### src/rtl/seq_add_ctrl_if.sv
// rtl/seq_add_ctrl_if.sv - request/result bundle for seq_add_ctrl
// The op signal exists only when SEQ_ADD_SUB_EN is defined.
interface seq_add_ctrl_if #(
  parameter int NIBBLES = 4
);
  localparam int W = 4 * NIBBLES;

  logic         start;
  logic [W-1:0] a;
  logic [W-1:0] b;
  logic         cin;
`ifdef SEQ_ADD_SUB_EN
  logic         op;
`endif
  logic [W-1:0] sum;
  logic         cout;
  logic         ovf;
  logic         busy;
  logic         done;

  modport master (
`ifdef SEQ_ADD_SUB_EN
    output op,
`endif
    output start, a, b, cin,
    input  sum, cout, ovf, busy, done
  );

  modport slave (
`ifdef SEQ_ADD_SUB_EN
    input  op,
`endif
    input  start, a, b, cin,
    output sum, cout, ovf, busy, done
  );
endinterface

### src/rtl/seq_add_ctrl.sv
// rtl/seq_add_ctrl.sv - nibble-serial adder reusing one 4-bit slice per cycle
// Define SEQ_ADD_SUB_EN to add the op input (op=1 computes a - b).
module seq_add_ctrl #(
  parameter int NIBBLES = 4
) (
  input  logic           clk,
  input  logic           rst,
  seq_add_ctrl_if.slave  bus
);
  localparam int W  = 4 * NIBBLES;
  localparam int CW = (NIBBLES > 1) ? $clog2(NIBBLES) : 1;
  localparam logic [CW-1:0] LAST = CW'(NIBBLES - 1);

  typedef enum logic [1:0] {
    IDLE = 2'd0,
    RUN  = 2'd1,
    DONE = 2'd2
  } state_t;

  state_t        state_q, state_d;
  logic [CW-1:0] cnt_q, cnt_d;
  logic          carry_q, carry_d;
  logic [W-1:0]  a_q, a_d;
  logic [W-1:0]  b_q, b_d;
  logic [W-1:0]  sum_q, sum_d;
  logic          cout_q, cout_d;
  logic          ovf_q, ovf_d;
  logic          busy_q, busy_d;
  logic          done_q, done_d;
`ifdef SEQ_ADD_SUB_EN
  logic          op_q, op_d;
`endif

  logic [3:0] a_nib, b_nib, lo, slice_sum;
  logic [1:0] hi;
  logic       c3, slice_cout;

  // Slice split at bit 3 so the carry into the nibble MSB is available for ovf.
  always_comb begin
    a_nib = a_q[{cnt_q, 2'b00} +: 4];
    b_nib = b_q[{cnt_q, 2'b00} +: 4];
`ifdef SEQ_ADD_SUB_EN
    if (op_q) b_nib = ~b_nib;
`endif
    lo         = {1'b0, a_nib[2:0]} + {1'b0, b_nib[2:0]} + {3'b000, carry_q};
    c3         = lo[3];
    hi         = {1'b0, a_nib[3]} + {1'b0, b_nib[3]} + {1'b0, c3};
    slice_sum  = {hi[0], lo[2:0]};
    slice_cout = hi[1];
  end

  always_comb begin
    state_d = state_q;
    cnt_d   = cnt_q;
    carry_d = carry_q;
    a_d     = a_q;
    b_d     = b_q;
    sum_d   = sum_q;
    cout_d  = cout_q;
    ovf_d   = ovf_q;
`ifdef SEQ_ADD_SUB_EN
    op_d    = op_q;
`endif
    case (state_q)
      IDLE, DONE: begin
        state_d = IDLE;
        if (bus.start) begin
          state_d = RUN;
          a_d     = bus.a;
          b_d     = bus.b;
          carry_d = bus.cin;
`ifdef SEQ_ADD_SUB_EN
          op_d    = bus.op;
          if (bus.op) carry_d = 1'b1;
`endif
          sum_d   = '0;
          cout_d  = 1'b0;
          ovf_d   = 1'b0;
          cnt_d   = '0;
        end
      end
      RUN: begin
        sum_d[{cnt_q, 2'b00} +: 4] = slice_sum;
        carry_d = slice_cout;
        if (cnt_q == LAST) begin
          state_d = DONE;
          cnt_d   = '0;
          cout_d  = slice_cout;
          ovf_d   = c3 ^ slice_cout;
        end else begin
          cnt_d = cnt_q + 1'b1;
        end
      end
      default: state_d = IDLE;
    endcase
    busy_d = (state_d == RUN);
    done_d = (state_d == DONE);
  end

  always_ff @(posedge clk) begin
    if (rst) begin
      state_q <= IDLE;
      cnt_q   <= '0;
      carry_q <= 1'b0;
      a_q     <= '0;
      b_q     <= '0;
      sum_q   <= '0;
      cout_q  <= 1'b0;
      ovf_q   <= 1'b0;
      busy_q  <= 1'b0;
      done_q  <= 1'b0;
`ifdef SEQ_ADD_SUB_EN
      op_q    <= 1'b0;
`endif
    end else begin
      state_q <= state_d;
      cnt_q   <= cnt_d;
      carry_q <= carry_d;
      a_q     <= a_d;
      b_q     <= b_d;
      sum_q   <= sum_d;
      cout_q  <= cout_d;
      ovf_q   <= ovf_d;
      busy_q  <= busy_d;
      done_q  <= done_d;
`ifdef SEQ_ADD_SUB_EN
      op_q    <= op_d;
`endif
    end
  end

  assign bus.sum  = sum_q;
  assign bus.cout = cout_q;
  assign bus.ovf  = ovf_q;
  assign bus.busy = busy_q;
  assign bus.done = done_q;
endmodule

### src/flat_wrapper.sv
// flat-port wrapper written by rule: the top's interface ports become plain ports
module seq_add_ctrl_flat 
#(
  parameter int NIBBLES = 4
)
  (clk, rst, bus_start, bus_a, bus_b, bus_cin, bus_sum, bus_cout, bus_ovf, bus_busy, bus_done);
  seq_add_ctrl_if #(.NIBBLES(NIBBLES)) bus_i ();
  input  logic clk;
  input  logic rst;
  input wire logic [$bits(bus_i.start)-1:0] bus_start;
  input wire logic [$bits(bus_i.a)-1:0] bus_a;
  input wire logic [$bits(bus_i.b)-1:0] bus_b;
  input wire logic [$bits(bus_i.cin)-1:0] bus_cin;
  output wire logic [$bits(bus_i.sum)-1:0] bus_sum;
  output wire logic [$bits(bus_i.cout)-1:0] bus_cout;
  output wire logic [$bits(bus_i.ovf)-1:0] bus_ovf;
  output wire logic [$bits(bus_i.busy)-1:0] bus_busy;
  output wire logic [$bits(bus_i.done)-1:0] bus_done;
  assign bus_i.start = bus_start;
  assign bus_i.a = bus_a;
  assign bus_i.b = bus_b;
  assign bus_i.cin = bus_cin;
  assign bus_sum = bus_i.sum;
  assign bus_cout = bus_i.cout;
  assign bus_ovf = bus_i.ovf;
  assign bus_busy = bus_i.busy;
  assign bus_done = bus_i.done;
  seq_add_ctrl #(.NIBBLES(NIBBLES)) u_core (.clk(clk), .rst(rst), .bus(bus_i));
endmodule
### config.mk
export PLATFORM = sky130hd
export DESIGN_NAME = seq_add_ctrl_flat
export DESIGN_NICKNAME = d
export VERILOG_FILES = /design/src/rtl/seq_add_ctrl_if.sv /design/src/rtl/seq_add_ctrl.sv /design/src/flat_wrapper.sv
export SDC_FILE = /design/constraint.sdc
export NUM_CORES = 1
export LEC_CHECK = 0
export ABC_AREA = 0
export BUFFER_PORTS_ARGS = -buffer_cell sky130_fd_sc_hd__buf_2
export CORE_UTILIZATION = 50
export DETAILED_ROUTE_END_ITERATION = 16
export PLACE_DENSITY = 0.74
export SKIP_CTS_REPAIR_TIMING = 1
export SYNTH_ARGS = -nofsm -noshare
export SYNTH_HDL_FRONTEND = slang
export SYNTH_SLANG_ARGS = --single-unit
### constraint.sdc
create_clock -name clk -period 6.45 [get_ports clk]
set_clock_uncertainty 0.2 [all_clocks]
set_input_delay 0.3225 -clock clk [delete_from_list [all_inputs] [get_ports clk]]
set_output_delay 0.3225 -clock clk [all_outputs]
set_load 0.01 [all_outputs]
==> flow_summary.json, run 1 <==
{
  "synthTopCellsByCount": "nand2_1, dfxtp_1, a21oi_1",
  "vias": 2071,
  "cts-root-buf": "clkbuf_8",
  "die_w_microns": 74.1,
  "clock.fmax_ghz": 0.292,
  "clockBufferDepth": 2,
  "syn_to_final_growth_pct": 15.6,
  "final_core_util_pct": 61.9,
  "crit_fanout": 15,
  "cts.sinks": 57,
  "grt_pass1_wl_microns": 8850,
  "async_reset_ff_share_pct": 0,
  "tns_ns": 0,
  "avgSynthCellArea_sq_um": 9.66,
  "antenna_found_initial": 0,
  "grt_overflow": 0,
  "timing.final.crit_share_pct": 53.0,
  "clk-insertion-delay-late_ns": 0.33,
  "wirelength_microns": 5260,
  "path_delay_family": "adder cells",
  "drtAntennaViolNets": 0,
  "grt_usage_pct": 21.8,
  "synth_cell_types": 36,
  "core_sq_um": 4850,
  "ys_ff_latch": 57,
  "via_per_inst": 5.32,
  "seq_area_frac_synth_pct": 43.9,
  "row_count": 25,
  "io_pins": 56,
  "diodes": 0,
  "relSlewSlack_pct": 28.9,
  "cellPowerDensity_nw_per_um2": 260,
  "post_drt_wl_per_cell_microns": 13.5,
  "cp-end-kind": "register",
  "setup_viol": 0,
  "drtIter0Drc": 106,
  "grt_max_degree": 54,
  "cap_violations": 0,
  "yosysWarnings": 0,
  "cp.required_ns": 6.48,
  "start_kind": "register",
  "path_cells": "mux4_1, ha_1, a21oi_1, nand2_1, fa_1, and4_1, a211o_1",
  "final_max_slew_viol_count": 0,
  "drt-pass1-iter-count": 4,
  "portBuffers": 55,
  "syn_nets": 314,
  "netlist.area_leader.share_pct": 43.9,
  "drive_gt1_share_pct": 27.6,
  "first_global_vias": 1846,
  "worst_pin_slew_ns": 1.07,
  "cpMaxStageDelayCell": "dfxtp_1",
  "ys.flop_type": "dfxtp_1",
  "finalHoldViolCount": 0,
  "cts_tree": "done",
  "place_hpwl_microns": 3580,
  "path_buf_inv": 0,
  "clkTransAtPathRegs_ns": 0.06,
  "power.total_uw": 781,
  "numCtsBuffers": 9,
  "place_congestion": 0.770,
  "place_area_sq_um": 2830,
  "die_h_microns": 74.1,
  "htreeDepth": 3,
  "synth_largest_area_cell": "dfxtp_1",
  "syn_inst": 269,
  "final_design_area_no_fill_sq_um": 3000,
  "status": "finished, final reports clean",
  "vdd_ir_drop_max_uv": 144,
  "fin_crit_ns": 3.42,
  "drc": 0,
  "nNetsFinal": 363,
  "rsz0062_at_grt": "false",
  "crit_arrival_ns": 3.44,
  "p_leak_uw": 0.00125,
  "initial_utilization_pct": 53.6,
  "die_area_sq_um": 5490,
  "synth_area_sq_um": 2600,
  "path_class": "register to register",
  "synth_most_common_cell": "nand2_1",
  "nFillCells": 436,
  "yosys-top-cells-area": "dfxtp_1, nand2_1, a21oi_1, mux4_1, nand3_1",
  "critPathMaxStageDelay_ns": 0.81,
  "min_path_type": "input pin to register",
  "synth_edf_count": 0
}
[layout make-up]
class / instances / area [sq um] / area share (%)
clock buffers: 11 / 131 / 4.38
clock inverters: 4 / 45.0 / 1.50
inverters: 6 / 22.5 / 0.750
multi-input cells: 187 / 1290 / 42.9
flip-flops and latches: 57 / 1140 / 38.0
well taps: 67 / 83.8 / 2.79
repair buffers: 57 / 290 / 9.67
[tightest hold or removal path, cell delays in order]
cell and delay, ns:
buf_2 0.09, nand2_1 0.04, a21oi_1 0.05
[layer usage]
| metal | GRT usage, % | routed length [microns] |
|---|---|---|
| met1 | 29.0 | 2480 |
| met2 | 32.6 | 2350 |
| met3 | 7.18 | 344 |
| met4 | 8.97 | 87 |
| met5 | 0 | 0 |
[cell families after synthesis]
| group | share of synthesized area (%) |
|---|---|
| xor gates and xnor gates | 0.337 |
| muxes | 7.51 |
| buffers and inverters | 6.60 |
| AOI/OAI and AO/OA | 13.6 |
| adders and majority gates | 5.20 |
| and+or+nand+nor | 22.8 |
| DFF | 43.9 |
[stage by stage]
step                hold slack [ns]  cells  setup slack, ns
floorplan                     0.232    269             3.47
global placement              0.241    374             3.11
detailed placement            0.247    374             3.03
CTS                         0.00726    389             3.01
global route                 0.0170    389             2.82
finish                       0.0202    389             3.03
[layout by cell type, fill, tap and decap left out, types with 4 or more instances in the layout]
cell type  instances
dfxtp_1           57
a22o_2             5
buf_2             55
nand2_1           67
nand3_1           21
mux4_2             4
mux4_1             4
clkbuf_8           9
inv_1              6
ha_1               6
a21oi_1           44
[final timing paths]
check | startpoint | endpoint | slack (ns) | depth (start not counted)
min reg2reg | u_core.b_q[5]$_SDFFE_PP0P_ | u_core.b_q[5]$_SDFFE_PP0P_ | 0.25 | 2
min | bus_a[15] | u_core.a_q[15]$_SDFFE_PP0P_ | 0.02 | 3
max reg2reg | u_core.cnt_q[0]$_SDFFE_PP0P_ | u_core.bus.ovf$_SDFFE_PP0P_ | 3.03 | 7
max | u_core.cnt_q[0]$_SDFFE_PP0P_ | u_core.bus.ovf$_SDFFE_PP0P_ | 3.03 | 7
[state kept, by name (all words and copies together), names as in the netlist]
name	cells
u_core.carry_q	1
u_core.bus.busy	1
u_core.b_q	16
u_core.a_q	16
u_core.bus.sum	16
u_core.state_q	2
u_core.bus.done	1
u_core.bus.ovf	1
u_core.bus.cout	1
u_core.cnt_q	2
[where the power goes]
group	internal, uW	leakage, uW	switching, uW
clock network	174	0.0000929	132
logic	39.3	0.000690	54.1
registers	368	0.000465	13.3
total	581	0.00125	200
(Power assumes the default switching activity.)
==> run 2: changes to the inputs <==
Settings changed: ABC_AREA 0 to 1, PLACE_DENSITY 0.74 to 0.75.
Clock period 6.45 ns to 3.5 ns, I/O delays scaled along.
==> run 2 against run 1 <==
Against the previous run: count of clock-buffer cells in the layout is 4 higher; cell count is 26% higher; sequential share of layout area is 4.0 points lower; critical path depth is 4 higher; combinational power grew to 3.1 times the previous value; global-route usage is 1.2 points higher; sequential power is 87% higher; synthesized cell count is 25% higher; final area is 12% higher; clock power is 120% higher; critical endpoint is now u_core.bus.sum[15]$_SDFFE_PP0P_; first-iteration DRC count is 51% higher.
==> flow_summary.json, run 2 <==
{
  "status": "finished, final reports clean",
  "diodes": 0,
  "ys_ff_latch": 57,
  "timing.final.crit_share_pct": 83.8,
  "hold_depth": 2,
  "drc": 0,
  "die_area_sq_um": 5320,
  "crit_fanout": 12,
  "numCtsBuffers": 9,
  "syn_nets": 380,
  "clkTransAtPathRegs_ns": 0.06,
  "drtAntennaViolNets": 0,
  "clockBufferDepth": 2,
  "ys.flop_type": "dfxtp_1",
  "grt_usage_pct": 23.0,
  "path_class": "register to register",
  "synth_cell_types": 25,
  "drt-pass1-iter-count": 4,
  "nFillCells": 409,
  "finalHoldViolCount": 0,
  "grt_pass1_wl_microns": 9210,
  "wirelength_met1_microns": 2760,
  "synth_edf_count": 0,
  "drtIter0Drc": 160,
  "critPathMaxStageDelay_ns": 0.60,
  "multi_input_area_sq_um": 1210,
  "worst_pin_slew_ns": 0.847,
  "cellPowerDensity_nw_per_um2": 501,
  "avgSynthCellArea_sq_um": 7.50,
  "cap_violations": 0,
  "first_global_vias": 2092,
  "fin_crit_ns": 2.93,
  "wl_met2_microns": 3030,
  "netlist.area_leader.share_pct": 45.4,
  "place_congestion": 0.939,
  "nNetsFinal": 464,
  "async_reset_ff_share_pct": 0,
  "drive_gt1_share_pct": 20.5,
  "seq_area_sq_um": 1140,
  "clk-insertion-delay-late_ns": 0.34,
  "crit_arrival_ns": 3.01,
  "via_per_inst": 5.06,
  "dr_wl_met3_microns": 299,
  "final_cell_mix": "nor2_1, dfxtp_1, buf_2",
  "row_count": 25,
  "die_h_microns": 72.9,
  "vdd_ir_drop_max_uv": 303,
  "cpMaxStageDelayCell": "fa_1",
  "wirelength_microns": 6310,
  "cp-end-kind": "register",
  "synth_area_sq_um": 2510,
  "syn_inst": 335,
  "die_w_microns": 72.9,
  "htreeDepth": 3,
  "r2r_setup_slack_ns": 0.57,
  "io_pins": 56,
  "rr_worst_depth": 11,
  "clock.fmax_ghz": 0.341,
  "grt_overflow": 0,
  "start_kind": "register",
  "cts_tree": "done",
  "cts-root-buf": "clkbuf_8",
  "cts.sinks": 57,
  "setup_viol": 0,
  "synth_most_common_cell": "nor2_1",
  "relSlewSlack_pct": 43.5,
  "seq_area_frac_synth_pct": 45.4,
  "antenna_found_initial": 0,
  "min_path_type": "input pin to register",
  "vias": 2485,
  "p_leak_uw": 0.00150,
  "layout_commonest_cell": "nor2_1",
  "cp.required_ns": 3.57,
  "core_sq_um": 4790,
  "synth_largest_area_cell": "dfxtp_1",
  "initial_utilization_pct": 52.5,
  "portBuffers": 55,
  "place_area_sq_um": 2800,
  "final_design_area_no_fill_sq_um": 3360,
  "timing.hold.ws_ns": 0.0317,
  "path_cells": "inv_1, o21ai_0, o22ai_1, fa_1, nand3_1, nand3_1, fa_1, nand2_1, nor2_1, nand2_1, a21oi_1",
  "top_layer": "met4",
  "r2r-end": "u_core.bus.sum[15]$_SDFFE_PP0P_",
  "rsz0062_at_grt": "false",
  "grt_max_degree": 38,
  "min_from": "rst",
  "place_hpwl_microns": 3860,
  "post_drt_wl_per_cell_microns": 12.8,
  "final_max_slew_viol_count": 0,
  "syn_to_final_growth_pct": 33.5,
  "yosysWarnings": 0,
  "final_core_util_pct": 70.1,
  "min_to": "u_core.bus.done$_SDFF_PP0_",
  "yosys-top-cells-area": "dfxtp_1, nor2_1, o21ai_0, nand2_1, a21oi_1",
  "tns_ns": 0,
  "rr_startpoint": "u_core.cnt_q[1]$_SDFFE_PP0P_",
  "synthTopCellsByCount": "nor2_1, dfxtp_1, nand2_1"
}
-- run 2: final cells by class --
| class | instances | share of cell area, % |
|---|---|---|
| clock inverters | 1 | 0.895 |
| flip-flops and latches | 57 | 34.0 |
| well taps | 67 | 2.50 |
| multi-input cells | 242 | 36.1 |
| repair buffers | 89 | 18.3 |
| inverters | 20 | 2.39 |
| clock buffers | 15 | 5.85 |
-- run 2: power by group --
| part | internal [uW] | total, uW | switching (uW) |
|---|---|---|---|
| Combinational | 119 | 291 | 172 |
| Clock | 426 | 676 | 250 |
| Sequential | 690 | 714 | 24.4 |
-- run 2: worst max path at each step --
stage                            startpoint                         endpoint  cells past startpoint
6_report       u_core.cnt_q[1]$_SDFFE_PP0P_  u_core.bus.sum[15]$_SDFFE_PP0P_                     11
5_1_grt        u_core.cnt_q[0]$_SDFFE_PP0P_  u_core.bus.sum[15]$_SDFFE_PP0P_                     11
3_3_place_gp   u_core.cnt_q[0]$_SDFFE_PP0P_  u_core.bus.sum[15]$_SDFFE_PP0P_                     11
2_1_floorplan  u_core.cnt_q[0]$_SDFFE_PP0P_  u_core.bus.sum[15]$_SDFFE_PP0P_                     12
3_5_place_dp   u_core.cnt_q[0]$_SDFFE_PP0P_  u_core.bus.sum[15]$_SDFFE_PP0P_                     11
4_1_cts        u_core.cnt_q[0]$_SDFFE_PP0P_  u_core.bus.sum[15]$_SDFFE_PP0P_                     11
-- run 2: routing by layer --
metal / track usage, % / up-vias
met5: 0 / -
met4: 14.4 / 0
met3: 4.56 / 19
met2: 36.7 / 77
met1: 28.7 / 1129
li1: - / 1260
-- run 2: per-stage QoR --
step	cells	power, uW	setup WS [ns]
after floorplan	335	916	0.840
after global placement	442	978	0.666
after detailed placement	442	985	0.569
after CTS	458	1660	0.558
after global routing	491	1760	0.229
final	491	1680	0.566
-- run 2: logic make-up (layout without fill, tap and decap cells) --
| group | after synthesis | after routing | share of synthesized area [%] |
|---|---|---|---|
| AND/OR/NAND/NOR | 151 | 151 | 25.6 |
| flip-flops | 57 | 57 | 45.4 |
| adder cells (fa/ha/maj) | 9 | 9 | 5.38 |
| buffers and inverters | 36 | 125 | 6.37 |
| AO/OA/AOI/OAI | 82 | 82 | 17.3 |
-- run 2: worst max-delay path, delay by kind of cell (launching register included) --
family | cells | cell delay [ns]
adders and majority gates | 2 | 1.02
DFF | 1 | 0.51
and+or+nand+nor | 5 | 0.49
AOI/OAI and AO/OA | 3 | 0.37
buffers and inverters | 1 | 0.26
==> run 3: changes to the inputs <==
Clock period 3.5 ns to 3 ns, I/O delays scaled along.
==> run 3 against run 2 <==
Against the previous run: register-to-register slack worse by 0.31 ns; power increased by 14%; critical path depth did not move; highest routed layer unchanged; fmax is 6.9% higher; combinational power rose by 25%; final area rose by 1.9%; clock power up 5.3%.
==> flow_summary.json, run 3 (synthesis gave the netlist of run 2 again) <==
{
  "status": "finished, final reports clean",
  "worst_pin_slew_ns": 0.785,
  "cp-end-kind": "register",
  "layout_commonest_cell": "nor2_1",
  "worstSetupEndpoint": "u_core.bus.sum[15]$_SDFFE_PP0P_",
  "tns_ns": 0,
  "row_count": 25,
  "htreeDepth": 3,
  "cellPowerDensity_nw_per_um2": 559,
  "cts.sinks": 57,
  "drtIter0Drc": 146,
  "cts-root-buf": "clkbuf_8",
  "via_per_inst": 5.09,
  "clockBufferDepth": 2,
  "syn_to_final_growth_pct": 36.1,
  "drtAntennaViolNets": 0,
  "rsz0062_at_grt": "false",
  "p_leak_uw": 0.00153,
  "r2r-end": "u_core.bus.sum[15]$_SDFFE_PP0P_",
  "rr_worst_depth": 11,
  "crit_arrival_ns": 2.81,
  "cp.required_ns": 3.07,
  "cap_violations": 0,
  "grt_max_degree": 38,
  "initial_utilization_pct": 52.5,
  "drt-pass1-iter-count": 4,
  "final_max_slew_viol_count": 0,
  "nNetsFinal": 475,
  "fin_crit_ns": 2.74,
  "crit_fanout": 10,
  "finalHoldViolCount": 0,
  "numCtsBuffers": 9,
  "portBuffers": 55,
  "relSlewSlack_pct": 47.6,
  "first_global_vias": 2149,
  "drive_gt1_share_pct": 23.3,
  "setup_viol": 0,
  "grt_overflow": 0,
  "place_hpwl_microns": 4110,
  "clkTransAtPathRegs_ns": 0.07,
  "final_design_area_no_fill_sq_um": 3420,
  "path_class": "register to register",
  "diodes": 0,
  "antenna_found_initial": 0,
  "die_w_microns": 72.9,
  "min_path_type": "input pin to register",
  "rr_startpoint": "u_core.cnt_q[0]$_SDFFE_PP0P_",
  "clock.fmax_ghz": 0.364,
  "io_pins": 56,
  "place_congestion": 0.960,
  "fin_cells": 501,
  "grt_pass1_wl_microns": 9740,
  "drc": 0,
  "die_area_sq_um": 5320,
  "crit_path_start": "u_core.cnt_q[0]$_SDFFE_PP0P_",
  "wirelength_microns": 6570,
  "place_inst": 445,
  "cts_tree": "done",
  "post_drt_wl_per_cell_microns": 13.1,
  "place_area_sq_um": 2820,
  "r2r_setup_slack_ns": 0.26,
  "die_h_microns": 72.9,
  "vias": 2550,
  "clk-insertion-delay-late_ns": 0.34,
  "grt_usage_pct": 24.4,
  "final_core_util_pct": 71.5,
  "vdd_ir_drop_max_uv": 480,
  "start_kind": "register",
  "timing.final.crit_share_pct": 91.5,
  "min_from": "rst",
  "final_cell_mix": "nor2_1, buf_2, dfxtp_1",
  "core_sq_um": 4790
}
==> run 3: changes by cell type in the layout (fill, tap and decap cells not counted), moves of 2 or more <==
cell / delta
clkbuf_8: -3
clkinvlp_4: +3
clkinv_2: +2
buf_4: +9
inv_1: -2
==> run 3: worst max-delay path, cell delays in order, from the launching register on <==
cell and delay [ns]:
dfxtp_2 0.36, buf_4 0.18, o21ai_0 0.20, o22ai_1 0.12
fa_1 0.42, nand3_1 0.12, nand3_1 0.11, fa_1 0.55
nand2_1 0.07, nor2_1 0.13, nand2_1 0.07, a21oi_1 0.14
==> run 3: worst min path at each step <==
stage                                                end  slack (ns)  cells after the start
final                       u_core.state_q[1]$_SDFF_PP0_        0.02                      2
after CTS                     u_core.a_q[8]$_SDFFE_PP0P_       -0.14                      3
after floorplan           u_core.bus.sum[5]$_SDFFE_PP0P_        0.02                      1
after global routing        u_core.state_q[1]$_SDFF_PP0_        0.03                      2
after global placement        u_core.a_q[8]$_SDFFE_PP0P_        0.20                      3
after detailed placement      u_core.a_q[8]$_SDFFE_PP0P_        0.21                      3
==> run 3: report_power, final <==
part,leakage (uW),switching (uW),internal [uW]
registers,0.000468,30.9,805
logic,0.000958,211,154
clock network,0.000102,290,421
==> run 3: area by class of cell <==
type,instances,area (sq um)
clock buffer,12,155
clock inverter,3,40.0
fill,412,1360
inverter,20,87.6
multi-input combinational,242,1220
sequential,57,1140
tap,67,83.8
timing repair buffer,99,686
timing repair inverter,1,7.51
==> run 3: per-stage QoR <==
stage / worst slack, ns / total power (uW) / hold slack (ns)
3_3_place_gp: 0.292 / 1150 / 0.199
6_report: 0.255 / 1910 / 0.0152
5_1_grt: 0.0138 / 2010 / 0.0328
3_5_place_dp: 0.200 / 1160 / 0.206
2_1_floorplan: 0.340 / 1070 / 0.0191
4_1_cts: 0.186 / 1860 / -0.142
==> run 3: per-layer routing <==
metal  vias up  wire [microns]  share of wire [%]  track usage [%]
met2        88            3240                 49             39.8
met1      1171            2930                 45             30.2
li1       1277               -                  -                -
met4         0              91                1.4             8.28
met3        14             306                4.7             8.43
met5         -               0                  0                0
